==> config.mk <==
export PLATFORM = sky130hd
export DESIGN_NAME = craps_game_fsm
export DESIGN_NICKNAME = d
export VERILOG_FILES = /design/src/rtl/craps_pkg.sv /design/src/rtl/rise_detect.sv /design/src/rtl/craps_game_fsm.sv
export SDC_FILE = /design/constraint.sdc
export NUM_CORES = 1
export LEC_CHECK = 0
export CORE_AREA = 4 4 61 57
export CTS_BUF_LIST = sky130_fd_sc_hd__clkbuf_8
export DETAILED_ROUTE_END_ITERATION = 12
export DIE_AREA = 0 0 65 61
export GPL_TIMING_DRIVEN = 0
export MAX_ROUTING_LAYER = met4
export PLACE_DENSITY = 0.9
export SLEW_MARGIN = 40
export SYNTH_ARGS = -nofsm -noshare
export SYNTH_HDL_FRONTEND = slang
export SYNTH_HIERARCHICAL = 1
export SYNTH_SLANG_ARGS = --single-unit
==> constraint.sdc <==
create_clock -name CLK -period 6.77 [get_ports CLK]
set_input_delay 1.0155 -clock CLK [delete_from_list [all_inputs] [get_ports CLK]]
set_output_delay 1.0155 -clock CLK [all_outputs]
set_load 0.02 [all_outputs]
==> src/rtl/craps_pkg.sv <==
// craps_pkg: shared constants for the two-dice game controller.
//   State encodings (kept as plain constants so legacy code that compares
//   raw state values still works), come-out/point sums and the sum width.
package craps_pkg;

    localparam int unsigned STATE_W = 3;

    localparam logic [STATE_W-1:0] IDLE = 3'd0;
    localparam logic [STATE_W-1:0] DIE1 = 3'd1;
    localparam logic [STATE_W-1:0] EVAL = 3'd2;
    localparam logic [STATE_W-1:0] WIN  = 3'd3;
    localparam logic [STATE_W-1:0] LOSE = 3'd4;

    localparam int unsigned SUM_W = 5;

    localparam logic [SUM_W-1:0] WIN_SUM_A  = 5'd7;
    localparam logic [SUM_W-1:0] WIN_SUM_B  = 5'd11;
    localparam logic [SUM_W-1:0] LOSE_SUM_A = 5'd2;
    localparam logic [SUM_W-1:0] LOSE_SUM_B = 5'd3;
    localparam logic [SUM_W-1:0] LOSE_SUM_C = 5'd12;
    localparam logic [SUM_W-1:0] SEVEN_OUT  = 5'd7;

endpackage

==> src/rtl/rise_detect.sv <==
// rise_detect: single-cycle rising-edge detector for a level button input.
//   CLK   - system clock
//   reset - synchronous active-high reset, clears the history register
//   btn   - level input
//   rise  - high while btn is 1 now and was 0 at the previous edge
module rise_detect (
    input  logic CLK,
    input  logic reset,
    input  logic btn,
    output logic rise
);

    logic prev;

    always_ff @(posedge CLK) begin
        if (reset) prev <= 1'b0;
        else       prev <= btn;
    end

    assign rise = btn & ~prev;

endmodule

==> src/rtl/craps_game_fsm.sv <==
// craps_game_fsm: two-dice game controller with a bounded point phase.
//   Captures die 1 on an Rb1 rise and die 2 on an Rb2 rise, evaluates the
//   sum for one cycle, and holds Win/Lose until new_game.
// Ports:
//   CLK, reset          - clock, synchronous active-high reset
//   Rb1, Rb2            - roll buttons (level, edge-detected internally)
//   new_game            - leaves WIN/LOSE, ignored elsewhere
//   cntr1, cntr2        - free-running die counters, clamped to 1..DIE_FACES
//   Win, Lose, Roll     - game status (registered)
//   DiceOut1, DiceOut2  - last captured dice
//   point, rolls_left   - established point and remaining point-phase rolls
//   win_count, loss_count - saturating tallies, present only with CRAPS_STATS_EN
// Optional feature macro: CRAPS_STATS_EN
module craps_game_fsm
    import craps_pkg::*;
#(
    parameter int unsigned DIE_FACES       = 6,
    parameter int unsigned MAX_POINT_ROLLS = 4
`ifdef CRAPS_STATS_EN
    ,
    parameter int unsigned STAT_W          = 8
`endif
) (
    input  logic             CLK,
    input  logic             reset,
    input  logic             Rb1,
    input  logic             Rb2,
    input  logic             new_game,
    input  logic [3:0]       cntr1,
    input  logic [3:0]       cntr2,
    output logic             Win,
    output logic             Lose,
    output logic             Roll,
    output logic [3:0]       DiceOut1,
    output logic [3:0]       DiceOut2,
    output logic [4:0]       point,
    output logic [3:0]       rolls_left
`ifdef CRAPS_STATS_EN
    ,
    output logic [STAT_W-1:0] win_count,
    output logic [STAT_W-1:0] loss_count
`endif
);

    localparam logic [3:0] FACES   = 4'(DIE_FACES);
    localparam logic [3:0] MAXR    = 4'(MAX_POINT_ROLLS);
    localparam logic       BOUNDED = (MAX_POINT_ROLLS != 0);

    logic [STATE_W-1:0] state;
    logic               rise1, rise2;
    logic [3:0]         clamp1, clamp2;
    logic [SUM_W-1:0]   sum;
    logic               eval_win, eval_lose, eval_forced;

    rise_detect u_rise1 (.CLK(CLK), .reset(reset), .btn(Rb1), .rise(rise1));
    rise_detect u_rise2 (.CLK(CLK), .reset(reset), .btn(Rb2), .rise(rise2));

    always_comb begin
        clamp1 = cntr1;
        if (cntr1 == 4'd0)       clamp1 = 4'd1;
        else if (cntr1 > FACES)  clamp1 = FACES;
        clamp2 = cntr2;
        if (cntr2 == 4'd0)       clamp2 = 4'd1;
        else if (cntr2 > FACES)  clamp2 = FACES;
    end

    assign sum = {1'b0, DiceOut1} + {1'b0, DiceOut2};

    // Outcome of the sum currently held in DiceOut1/DiceOut2; only acted on in EVAL.
    always_comb begin
        eval_win    = 1'b0;
        eval_lose   = 1'b0;
        eval_forced = 1'b0;
        if (point == '0) begin
            if (sum == WIN_SUM_A || sum == WIN_SUM_B)
                eval_win = 1'b1;
            else if (sum == LOSE_SUM_A || sum == LOSE_SUM_B || sum == LOSE_SUM_C)
                eval_lose = 1'b1;
        end else begin
            if (sum == point)
                eval_win = 1'b1;
            else if (sum == SEVEN_OUT)
                eval_lose = 1'b1;
            else if (BOUNDED && rolls_left == 4'd1) begin
                eval_lose   = 1'b1;
                eval_forced = 1'b1;
            end
        end
    end

    always_ff @(posedge CLK) begin
        if (reset) begin
            state      <= IDLE;
            Win        <= 1'b0;
            Lose       <= 1'b0;
            Roll       <= 1'b1;
            DiceOut1   <= '0;
            DiceOut2   <= '0;
            point      <= '0;
            rolls_left <= '0;
        end else begin
            case (state)
                IDLE: begin
                    if (rise1) begin
                        DiceOut1 <= clamp1;
                        state    <= DIE1;
                    end
                end
                DIE1: begin
                    if (rise2) begin
                        DiceOut2 <= clamp2;
                        state    <= EVAL;
                    end
                end
                EVAL: begin
                    if (eval_win) begin
                        Win   <= 1'b1;
                        Roll  <= 1'b0;
                        state <= WIN;
                    end else if (eval_lose) begin
                        Lose  <= 1'b1;
                        Roll  <= 1'b0;
                        state <= LOSE;
                        if (eval_forced) rolls_left <= '0;
                    end else begin
                        state <= IDLE;
                        if (point == '0) begin
                            point      <= sum;
                            rolls_left <= MAXR;
                        end else if (BOUNDED) begin
                            rolls_left <= rolls_left - 4'd1;
                        end
                    end
                end
                WIN, LOSE: begin
                    if (new_game) begin
                        state      <= IDLE;
                        Win        <= 1'b0;
                        Lose       <= 1'b0;
                        Roll       <= 1'b1;
                        point      <= '0;
                        rolls_left <= '0;
                    end
                end
                default: state <= IDLE;
            endcase
        end
    end

`ifdef CRAPS_STATS_EN
    always_ff @(posedge CLK) begin
        if (reset) begin
            win_count  <= '0;
            loss_count <= '0;
        end else if (state == EVAL) begin
            if (eval_win && win_count != '1)
                win_count <= win_count + 1'b1;
            else if (eval_lose && loss_count != '1)
                loss_count <= loss_count + 1'b1;
        end
    end
`endif

endmodule

==> results of run 1 <==
## flip-flops by register name, indices dropped and copies added, names as in the netlist
| name | count |
|---|---|
| DiceOut2 | 4 |
| rolls_left | 4 |
| state | 3 |
| point | 5 |
| u_rise1/prev | 1 |
| u_rise2/prev | 1 |
| Lose | 1 |
| Win | 1 |
| Roll | 1 |
| DiceOut1 | 4 |
## cells by family after synthesis
family | share of synthesized area, %
AND/OR/NAND/NOR | 26.7
AO/OA/AOI/OAI | 22.0
flip-flops | 31.6
buffers and inverters | 4.43
XOR/XNOR | 7.28
adder cells (fa/ha/maj) | 6.01
multiplexers | 1.90
## final cells by class
cell class                 instances  share of cell area (%)
sequential                        25                    24.9
clock inverter                     1                   0.187
buffer                             7                    1.62
timing repair buffer              32                    16.0
tap                               40                    2.49
multi-input combinational        147                    50.9
inverter                          10                    1.87
clock buffer                       3                    2.06
## Yosys cell counts (2+ instances only)
cell,count,area share [%]
a211oi_1,8,3.8
ha_1,6,4.7
a21oi_1,12,3.8
and2_1,3,1.2
xor2_1,4,2.2
inv_1,10,2.4
nor3b_1,5,2.4
clkbuf_1,3,0.71
o21a_1,2,0.95
nor2_1,27,6.4
nand3_1,7,2.2
o31ai_2,2,1.6
buf_2,2,0.63
a31oi_1,2,0.79
dfxtp_1,25,32
mux2i_1,3,1.9
xnor3_1,2,2.8
a211o_1,3,1.7
o21ai_0,10,3.2
nor3_1,6,1.9
a31o_2,4,2.2
nand2_1,7,1.7
nand2b_1,10,4.0
nor2b_4,4,3.5
xnor2_1,4,2.2
## worst min path at each step
stage | cells after the start | slack [ps] | to
floorplan | 2 | 540 | Roll
global placement | 1 | 460 | Lose
detailed placement | 2 | 460 | Roll
CTS | 2 | 480 | Roll
global route | 2 | 500 | Roll
finish | 2 | 480 | Roll
## stage by stage
| stage | cells | area (µm²) | setup slack (ps) | utilization [%] | total power, mW |
|---|---|---|---|---|---|
| 2_1_floorplan | 189 | 1580 | 3890 | - | 0.222 |
| 3_3_place_gp | 261 | 1950 | 3600 | 70.5 | 0.250 |
| 3_5_place_dp | 261 | 1960 | 3510 | 70.7 | 0.252 |
| 4_1_cts | 265 | 2000 | 3690 | 72.3 | 0.340 |
| 5_1_grt | 265 | 2010 | 3440 | 72.5 | 0.356 |
| 6_report | 265 | 2010 | 3700 | 72.5 | 0.338 |
## worst max-delay path, cell delays in order (launching register included)
cell	delay, ps
dfxtp_1	370
ha_1	190
inv_1	50
fa_1	420
nand2b_1	170
a21oi_1	440
xor2_1	140
or3_1	340
buf_2	160
o31a_1	350
o21a_4	170
o31ai_2	180
## power by group through the flow
| stage | registers [mW] | clock network (mW) | logic (mW) |
|---|---|---|---|
| after floorplan | 0.167 | 0 | 0.0548 |
| after global placement | 0.162 | 0 | 0.0879 |
| after detailed placement | 0.163 | 0 | 0.0893 |
| after CTS | 0.159 | 0.0906 | 0.0900 |
| after global routing | 0.160 | 0.0963 | 0.0997 |
| final | 0.159 | 0.0884 | 0.0908 |
## layer usage
layer	vias up	part of all wire, %	global-route usage (%)
met1	676	49	25.9
met3	6	3.9	3.89
met4	0	0.94	4.22
li1	747	-	-
met5	-	0	-
met2	34	46	30.9
==> flow_summary_export.csv, run 1 <==
group,metric,value,unit
setup_path,crit_end,"rolls_left[3]",
routing,vias_per_cell,5.52,
floorplan,fp.dieH,61,µm
timing,slew_headroom,49.6,%
floorplan,die_w,65,µm
routing,num_vias,1463,
global_routing,grt_max_degree,14,
timing,fin_crit,3070,ps
routing,wl_per_cell,12.8,µm
clock_tree,cts_root_buffer,"clkbuf_8",
cells_and_area,drive_gt1_share,10.2,%
power_and_ir_drop,ir_worst_vdd,141,µV
placed_design,gp_congestion,0.832,
cells_and_area,num-fill-cells,208,
global_routing,track_usage,19.5,%
yosys,syn_nets,209,
min_path,worstHoldPathType,"flip-flop to flip-flop",
clock_tree,clockBufferDepth,2,
power_and_ir_drop,powerDensity,168,nW/µm²
min_path,hp-start,"Roll",
yosys,async_flop_share,0,%
yosys,synth_edf_count,0,
power_and_ir_drop,p_sw,0.102,mW
clock_tree,postCtsHoldBufs,0,
floorplan,rows,18,
flow_run,drv_cap,0,
status,status,"finished, final reports clean",
yosys,synthDistinctLibCells,43,
clock_tree,cts_tree,"built",
routing,ant_nets,0,
power_and_ir_drop,clock_power_share,26.1,%
setup_path,worstPathRequired,6960,ps
global_routing,grt_pass1_wl,5.87,mm
global_routing,grt_pass1_vias,1295,
power_and_ir_drop,p_seq_share,47.0,%
floorplan,io_pins,33,
cells_and_area,regArea,500,µm²
yosys,netlist_instances,189,
global_routing,antenna_found_initial,0,
timing,setup_viol,0,
setup_path,path_max_fanout,7,
power_and_ir_drop,p_leak,0.780,nW
setup_path,end_kind,"flip-flop",
setup_path,worstSetupPathType,"flip-flop to flip-flop",
clock_tree,clock_latency,270,ps
setup_path,reg2reg_depth,11,
floorplan,core,2770,µm²
power_and_ir_drop,p_comb_share,26.8,%
clock_tree,cts_setup_buffers,0,
cells_and_area,multi_input_area,1020,µm²
cells_and_area,nets,246,
routing,dr.pass1.iters,4,
timing,hold_ws,481,ps
timing,tns,0,ps
global_routing,overflow,0,
cells_and_area,final_common_cell,"clkdlybuf4s50_1",
setup_path,startpoint_type,"flip-flop",
timing,worst_pin_slew,750,ps
timing,hold_violations,0,
cells_and_area,final_cell_mix,"32 x clkdlybuf4s50_1, 27 x nor2_1, 25 x dfxtp_1, 12 x a21oi_1, 11 x inv_1",
power_and_ir_drop,p_sw_share,30.0,%
yosys,synth-main-ff-cell,"dfxtp_1",
timing,rsz0062_at_grt,"no",
yosys,yosys_warnings,6,
routing,wl,3.40,mm
timing,fin_crit_sh,45.4,%
setup_path,r2r_slack,3700,ps
routing,drt_iter0_drc,57,
clock_tree,ctsHtreeMaxLevel,1,
setup_path,critPathArrivalTime,3260,ps
timing,fmax,0.325,GHz
yosys,yosysSeqAreaShare,31.6,%
clock_tree,cts_resized,0,
floorplan,initial_utilization,57.1,%
setup_path,reg2reg_to,"rolls_left[3]",
placed_design,port-buffer-count,32,
cells_and_area,antenna_cells,0,
yosys,avgSynthCellArea,8.37,µm²
clock_tree,clkTransAtPathRegs,80,ps
timing,final.setup_skew,3.44,ps
setup_path,r2r_start,"DiceOut2[0]",
placed_design,dp_hpwl,2.61,mm
yosys,netlist_area,1580,µm²
cells_and_area,area_delta_synth_final,27.0,%
yosys,synth-seq-cells,25,
power_and_ir_drop,internal_power,0.237,mW
clock_tree,numClockSinks,25,
clock_tree,cts_inserted_buffers,3,
setup_path,critPathLaunch,"DiceOut2[0]",
floorplan,die_area,3970,µm²
routing,drc,0,
timing,drv_slew,0,
Power figures use the tool's default switching activity.
==> inputs of run 2 (changes only) <==
- CORE_AREA: 4 4 61 57 -> 4 4 66 62
- DIE_AREA: 0 0 65 61 -> 0 0 70 66
- PLACE_DENSITY: 0.9 -> 0.8
- clock period: 6.77 -> 2.5 ns (I/O delays scaled with it)
==> flow_summary_export.csv, run 2 (synthesis gave the netlist of run 1 again) <==
group,metric,value,unit
floorplan,io_pins,33,
cells_and_area,area_delta_synth_final,38.8,%
power_and_ir_drop,powerDensity,445,nW/µm²
clock_tree,cts_root_buffer,"clkbuf_8",
routing,wl,3.75,mm
clock_tree,clkTransAtPathRegs,90,ps
timing,worst_slack,-36.9,ps
clock_tree,ctsHtreeMaxLevel,1,
clock_tree,postCtsHoldBufs,0,
cells_and_area,antenna_cells,0,
routing,vias_per_cell,5.36,
floorplan,core,3350,µm²
power_and_ir_drop,ir_worst_vdd,306,µV
timing,final.setup_skew,7.08,ps
placed_design,port-buffer-count,32,
floorplan,rows,20,
cells_and_area,largest_register_ffs,5,
setup_path,worstPathRequired,2680,ps
timing,worst_pin_slew,759,ps
timing,slew_headroom,49.1,%
flow_run,drv_cap,0,
floorplan,initial_utilization,47.2,%
global_routing,grt_pass1_wl,6.18,mm
timing,fmax,0.394,GHz
timing,hold_violations,0,
routing,wl_per_cell,13.5,µm
floorplan,fp.dieH,66,µm
timing,drv_slew,0,
routing,dr.pass1.iters,4,
timing,fin_crit_sh,101,%
placed_design,dp_slack,-194,ps
cells_and_area,drive_gt1_share,21.5,%
cells_and_area,utilization,65.5,%
timing,fin_crit,2540,ps
power_and_ir_drop,p_leak,0.847,nW
routing,num_vias,1485,
routing,drt_iter0_drc,54,
placed_design,placed_area,2030,µm²
clock_tree,numClockSinks,25,
cells_and_area,nets,254,
clock_tree,cts_inserted_buffers,3,
setup_path,path_max_fanout,6,
min_path,worstHoldPathType,"flip-flop to flip-flop",
routing,drc,0,
setup_path,end_kind,"flip-flop",
timing,rsz0062_at_grt,"yes",
cells_and_area,stdcell_area,2200,µm²
timing,setup_viol,4,
status,violations,"negative setup slack",
clock_tree,cts_tree,"built",
placed_design,dp_hpwl,2.69,mm
placed_design,gp_congestion,0.857,
setup_path,critPathArrivalTime,2710,ps
cells_and_area,final_cell_mix,"32 x clkdlybuf4s50_1, 27 x nor2_1, 19 x dfxtp_1, 10 x buf_4, 10 x a21oi_1",
global_routing,grt_max_degree,15,
clock_tree,clockBufferDepth,2,
global_routing,track_usage,17.1,%
setup_path,worstSetupPathType,"flip-flop to flip-flop",
status,status,"complete, but fails checks",
setup_path,startpoint_type,"flip-flop",
global_routing,grt_pass1_vias,1405,
floorplan,die_w,70,µm
global_routing,overflow,0,
cells_and_area,final_common_cell,"clkdlybuf4s50_1",
global_routing,antenna_found_initial,0,
clock_tree,clock_latency,280,ps
cells_and_area,regMostFlops,"point",
floorplan,die_area,4620,µm²
routing,ant_nets,0,
## run 2: changes by cell type in the layout (fill, tap and decap cells not counted), sizes merged
cell and change:
inv -1, clkinv +1, buf +8
## run 2: where the power goes
group	internal, mW	total [mW]	switching, mW
registers	0.414	0.430	0.0158
logic	0.148	0.297	0.148
clock network	0.112	0.251	0.139
## run 2: worst paths after layout
kind | startpoint | to | slack [ps] | cells after the start
max | DiceOut2[0] | rolls_left[0] | -40 | 11
min reg2reg | Roll | Roll | 480 | 2
max reg2reg | DiceOut2[0] | rolls_left[0] | -40 | 11
min | Roll | Roll | 480 | 2
## run 2: cell type report
class | count | area, µm²
fill | 302 | 1160
multi-input combinational | 147 | 1130
sequential | 25 | 513
timing repair buffer | 41 | 388
tap | 44 | 55.1
clock buffer | 3 | 41.3
inverter | 10 | 37.5
buffer | 6 | 27.5
clock inverter | 1 | 5.00
## run 2: stage by stage
step / cells / TNS, ps / hold WS [ps] / power (mW)
2_1_floorplan: 189 / -196 / 439 / 0.613
3_3_place_gp: 265 / -998 / 462 / 0.691
3_5_place_dp: 265 / -1080 / 461 / 0.694
4_1_cts: 275 / -194 / 490 / 0.970
5_1_grt: 277 / -709 / 513 / 1.03
6_report: 277 / -71.5 / 480 / 0.978
## run 2: critical path: stages, from the launching register on
cell and delay [ps]:
dfxtp_4 370, ha_4 130, inv_2 40, fa_2 420, xnor2_4 210, xnor2_1 130
nand3_1 110, or3_4 420, o31a_1 310, buf_4 160, nand3_1 80, o31ai_2 60
## run 2: layer usage
metal,GRT usage (%),vias to the layer above,routed length [µm],share of wire (%)
met1,20.6,686,1780,47
met2,29.1,35,1770,47
li1,-,758,-,-
met4,5.02,0,44,1.2
met5,-,-,0,0
met3,3.65,6,151,4.0
## run 2: what timing repair did
item | in CTS | in global routing
setup buffers | 7 | 2
setup endpoints to repair | 12 | 12
pin swaps | 8 | 8
resized for setup | 5 | 6
==> patch 1: new RTL, flow settings as in run 2 <==
The package constant `STATE_W` goes from 3 to 6.
--- a/src/rtl/craps_pkg.sv
+++ b/src/rtl/craps_pkg.sv
@@ -5,3 +5,3 @@
 
-    localparam int unsigned STATE_W = 3;
+    localparam int unsigned STATE_W = 6;
 
Formal check against the unedited RTL: same outputs for any inputs over 4 cycles, from zero or initial values and one cycle with reset high; that may be too few to reach the edited logic, so the function may still have changed.
==> patch 1 against run 2 <==
The run still ends with negative setup slack left; sequential cell count did not move; final area down 2.7%; area after synthesis barely moved; wire length decreased by 8.1%; power fell by 8.9%; global-route usage down 0.82 points; combinational power down 27%; fmax decreased by 4.7%; worst setup slack worse by 130 ps; core utilization is 1.8 points lower; sequential share of layout area increased by 0.54 points.
==> patch 1: results (changes against run 2) <==
[status]
outcome=finished, violations left
violations=negative setup slack

[cells_and_area]
multi_input_area_share=0.508  ; -0.00605
final-clk-cell-share=0.0228  ; +0.00176
buf_share=0.185  ; -0.00405
seq_share=0.239  ; +0.00540
nFlopsAndLatches=25  ; unchanged
n_all_buffers=44  ; -6.4%

[synthesis]
ys_types=51  ; +19%
synthMuxAreaShare=0.0126  ; -0.00634
yosysSeqAreaShare=0.316  ; about the same
synth_compound_gate_area_share=0.239  ; +0.0188

[timing]
setup_ws_ps=-163  ; -126 ps
tightest_slew_ps=614  ; -145 ps
finalSetupViolCount=13  ; +9
fin_setup_tns_ps=-1470  ; -1400 ps

[placement]
dpl_cell_area_um2=1990  ; -2.0%
dp.cells=255  ; -3.8%
place_ws_ps=-242  ; -47.8 ps
place.gp.congestion=0.815  ; -4.9%

[global_route]
grt_max_degree=16  ; +1

[power]
p_leak_uw=0.000814  ; -3.9%

[setup_path]
endpoint=rolls_left[2]$_SDFFE_PP0P_

[hold_path]
worstHoldStart=Win$_SDFFE_PP0P_

[route]
wl_per_cell_um=13.0  ; -4.0%

## patch 1: cell types whose count changed after synthesis, sizes merged, moves of 3 or more
cell,before,now
nand2b,10,2
o21ai,11,4
a22o,0,5
a31o,4,0
nand3,7,3
a2111oi,0,3
and3,0,3
buf,4,1
nor3,6,3
or3,1,4
or4,0,3
## patch 1: layer usage
metal  wire length (um)  vias to the layer above
met5                  0                        -
met4                 30                        0
met3                132                        5
met2               1690                       27
met1               1590                      668
li1                   -                      726
## patch 1: report_power, final
group	switching [uW]	total, uW	internal (uW)
Clock	141	255	113
Sequential	10.4	420	409
Combinational	109	216	108
## patch 1: worst reg2reg max path: stages, from the launching register on
cell,delay [ps]
dfxtp_4,370
ha_4,130
inv_2,30
fa_2,540
inv_2,40
or3_1,340
or3_4,360
a21oi_2,170
a22oi_2,140
nor3b_2,190
a211o_1,260
## patch 1: what timing repair did
action | 4_1_cts | 5_1_grt
setup buffers | 5 | 1
pin swaps | 9 | 6
endpoints found under the setup margin | 14 | 15
resized for setup | 8 | 5
==> patch 2: new RTL, config.mk and constraints of run 2 <==
Made on the original files. Add an input register stage for `Rb1`, with the module's reset; this delays it by one clock. The other inputs are not delayed to match.
--- a/src/rtl/craps_game_fsm.sv
+++ b/src/rtl/craps_game_fsm.sv
@@ -48,2 +48,12 @@
 
+    logic Rb1_q;
+
+    always_ff @(posedge CLK) begin
+        if (reset) begin
+            Rb1_q <= '0;
+        end else begin
+            Rb1_q <= Rb1;
+        end
+    end
+
     logic [STATE_W-1:0] state;
@@ -54,3 +64,3 @@
 
-    rise_detect u_rise1 (.CLK(CLK), .reset(reset), .btn(Rb1), .rise(rise1));
+    rise_detect u_rise1 (.CLK(CLK), .reset(reset), .btn(Rb1_q), .rise(rise1));
     rise_detect u_rise2 (.CLK(CLK), .reset(reset), .btn(Rb2), .rise(rise2));
Formal check against the unedited RTL: not equivalent (Yosys sat finds a counterexample within 4 cycles, from zero or initial values and one cycle with reset high).
==> patch 2 against run 2 <==
Area after synthesis down 0.55%; worst setup slack better by 42 ps; wire length down 9.7%; power up 20%; non-clock buffer count down 6; sequential cell count up 1; worst hold slack worse by 9.6 ps; final area down 1.5%; critical path type unchanged; highest routed layer unchanged.
==> patch 2: results (changes against run 2) <==
[cells_and_area]
stdcell_count=259  ; -6.5%
fin_nets=236  ; -7.1%
fillers=283  ; -6.3%
drive_above_1_share=0.209  ; -0.00529

[placement]
dp.cells=250  ; -5.7%
dpl_cell_area_um2=1960  ; -3.4%
place.gp.congestion=0.802  ; -6.4%
dp_hpwl_um=2520  ; -6.0%

[synthesis]
synthTopCellsByCount=dfxtp_1, nor2_1, inv_1, a21oi_1, xnor2_1
synth_compound_gate_area_share=0.241  ; +0.0211
ys_types=53  ; +23%
synth.most_common_cell=dfxtp_1
syn-num-nets=194  ; -7.2%
synth_fa_ha_area_frac=0.0668  ; +0.00670
synthXorXnorAreaFrac=0.0589  ; -0.0139

[power]
vdd_drop_max_v=0.000356  ; +16%
total_power_uw=1170  ; +20%
p_clk_uw=348  ; +39%
p_int_uw=825  ; +22%
comb-power_uw=365  ; +23%

[setup_path]
reg2reg_slack_ps=5  ; +40 ps
reg2reg_depth=10  ; -1
crit_fanout=4  ; -2

[clock_tree]
post_cts_resize_count=15  ; +10
clock_path_buffers=2  ; unchanged
post_cts_buffers=3  ; -4

[hold_path]
min_to=Lose$_SDFFE_PP0P_
worstHoldStart=Lose$_SDFFE_PP0P_

[global_route]
grt_pass1_vias=1308  ; -6.9%
grtUsageTotal=0.158  ; -0.0131
grt_pass1_wl_um=5780  ; -6.5%
grt_max_degree=16  ; +1

[status]
outcome=completed

[timing]
tightest_slew_ps=795  ; +36.3 ps
holdWs_ps=471  ; -9.57 ps
skew_ps=5.69  ; -1.39 ps
finalCritPeriodShare=0.998  ; -0.0167

[route]
vias=1385  ; -6.7%
wirelength_um=3390  ; -9.7%

-- patch 2: cell count changes after synthesis, sizes merged, moves of 4 or more --
cell | run 2 | this run
inv | 10 | 14
o21ai | 11 | 5
nor2 | 27 | 20
nand2b | 10 | 3
buf | 4 | 0
a31o | 4 | 0
nand3 | 7 | 2
a22o | 0 | 5
-- patch 2: cell type report --
type,instances,area share
Timing Repair Buffer,37,0.166
Buffer,4,0.00694
Clock inverter,1,0.0139
Sequential cell,26,0.242
Clock buffer,3,0.0191
Tap cell,44,0.0255
Multi-Input combinational cell,130,0.502
Inverter,14,0.0243
-- patch 2: critical path: cells and delay by family (launching register included) --
kind,cells,cell delay [ps]
AOI/OAI and AO/OA,4,820
xor gates and xnor gates,1,200
adders and majority gates,2,530
buffers and inverters,1,30
DFF,1,370
and+or+nand+nor,2,490
-- patch 2: layer usage --
metal	share of wire	vias up	global-route usage
met5	0	-	-
met3	0.040	6	0.0319
met2	0.48	27	0.270
li1	-	704	-
met1	0.46	648	0.195
met4	0.016	0	0.0359
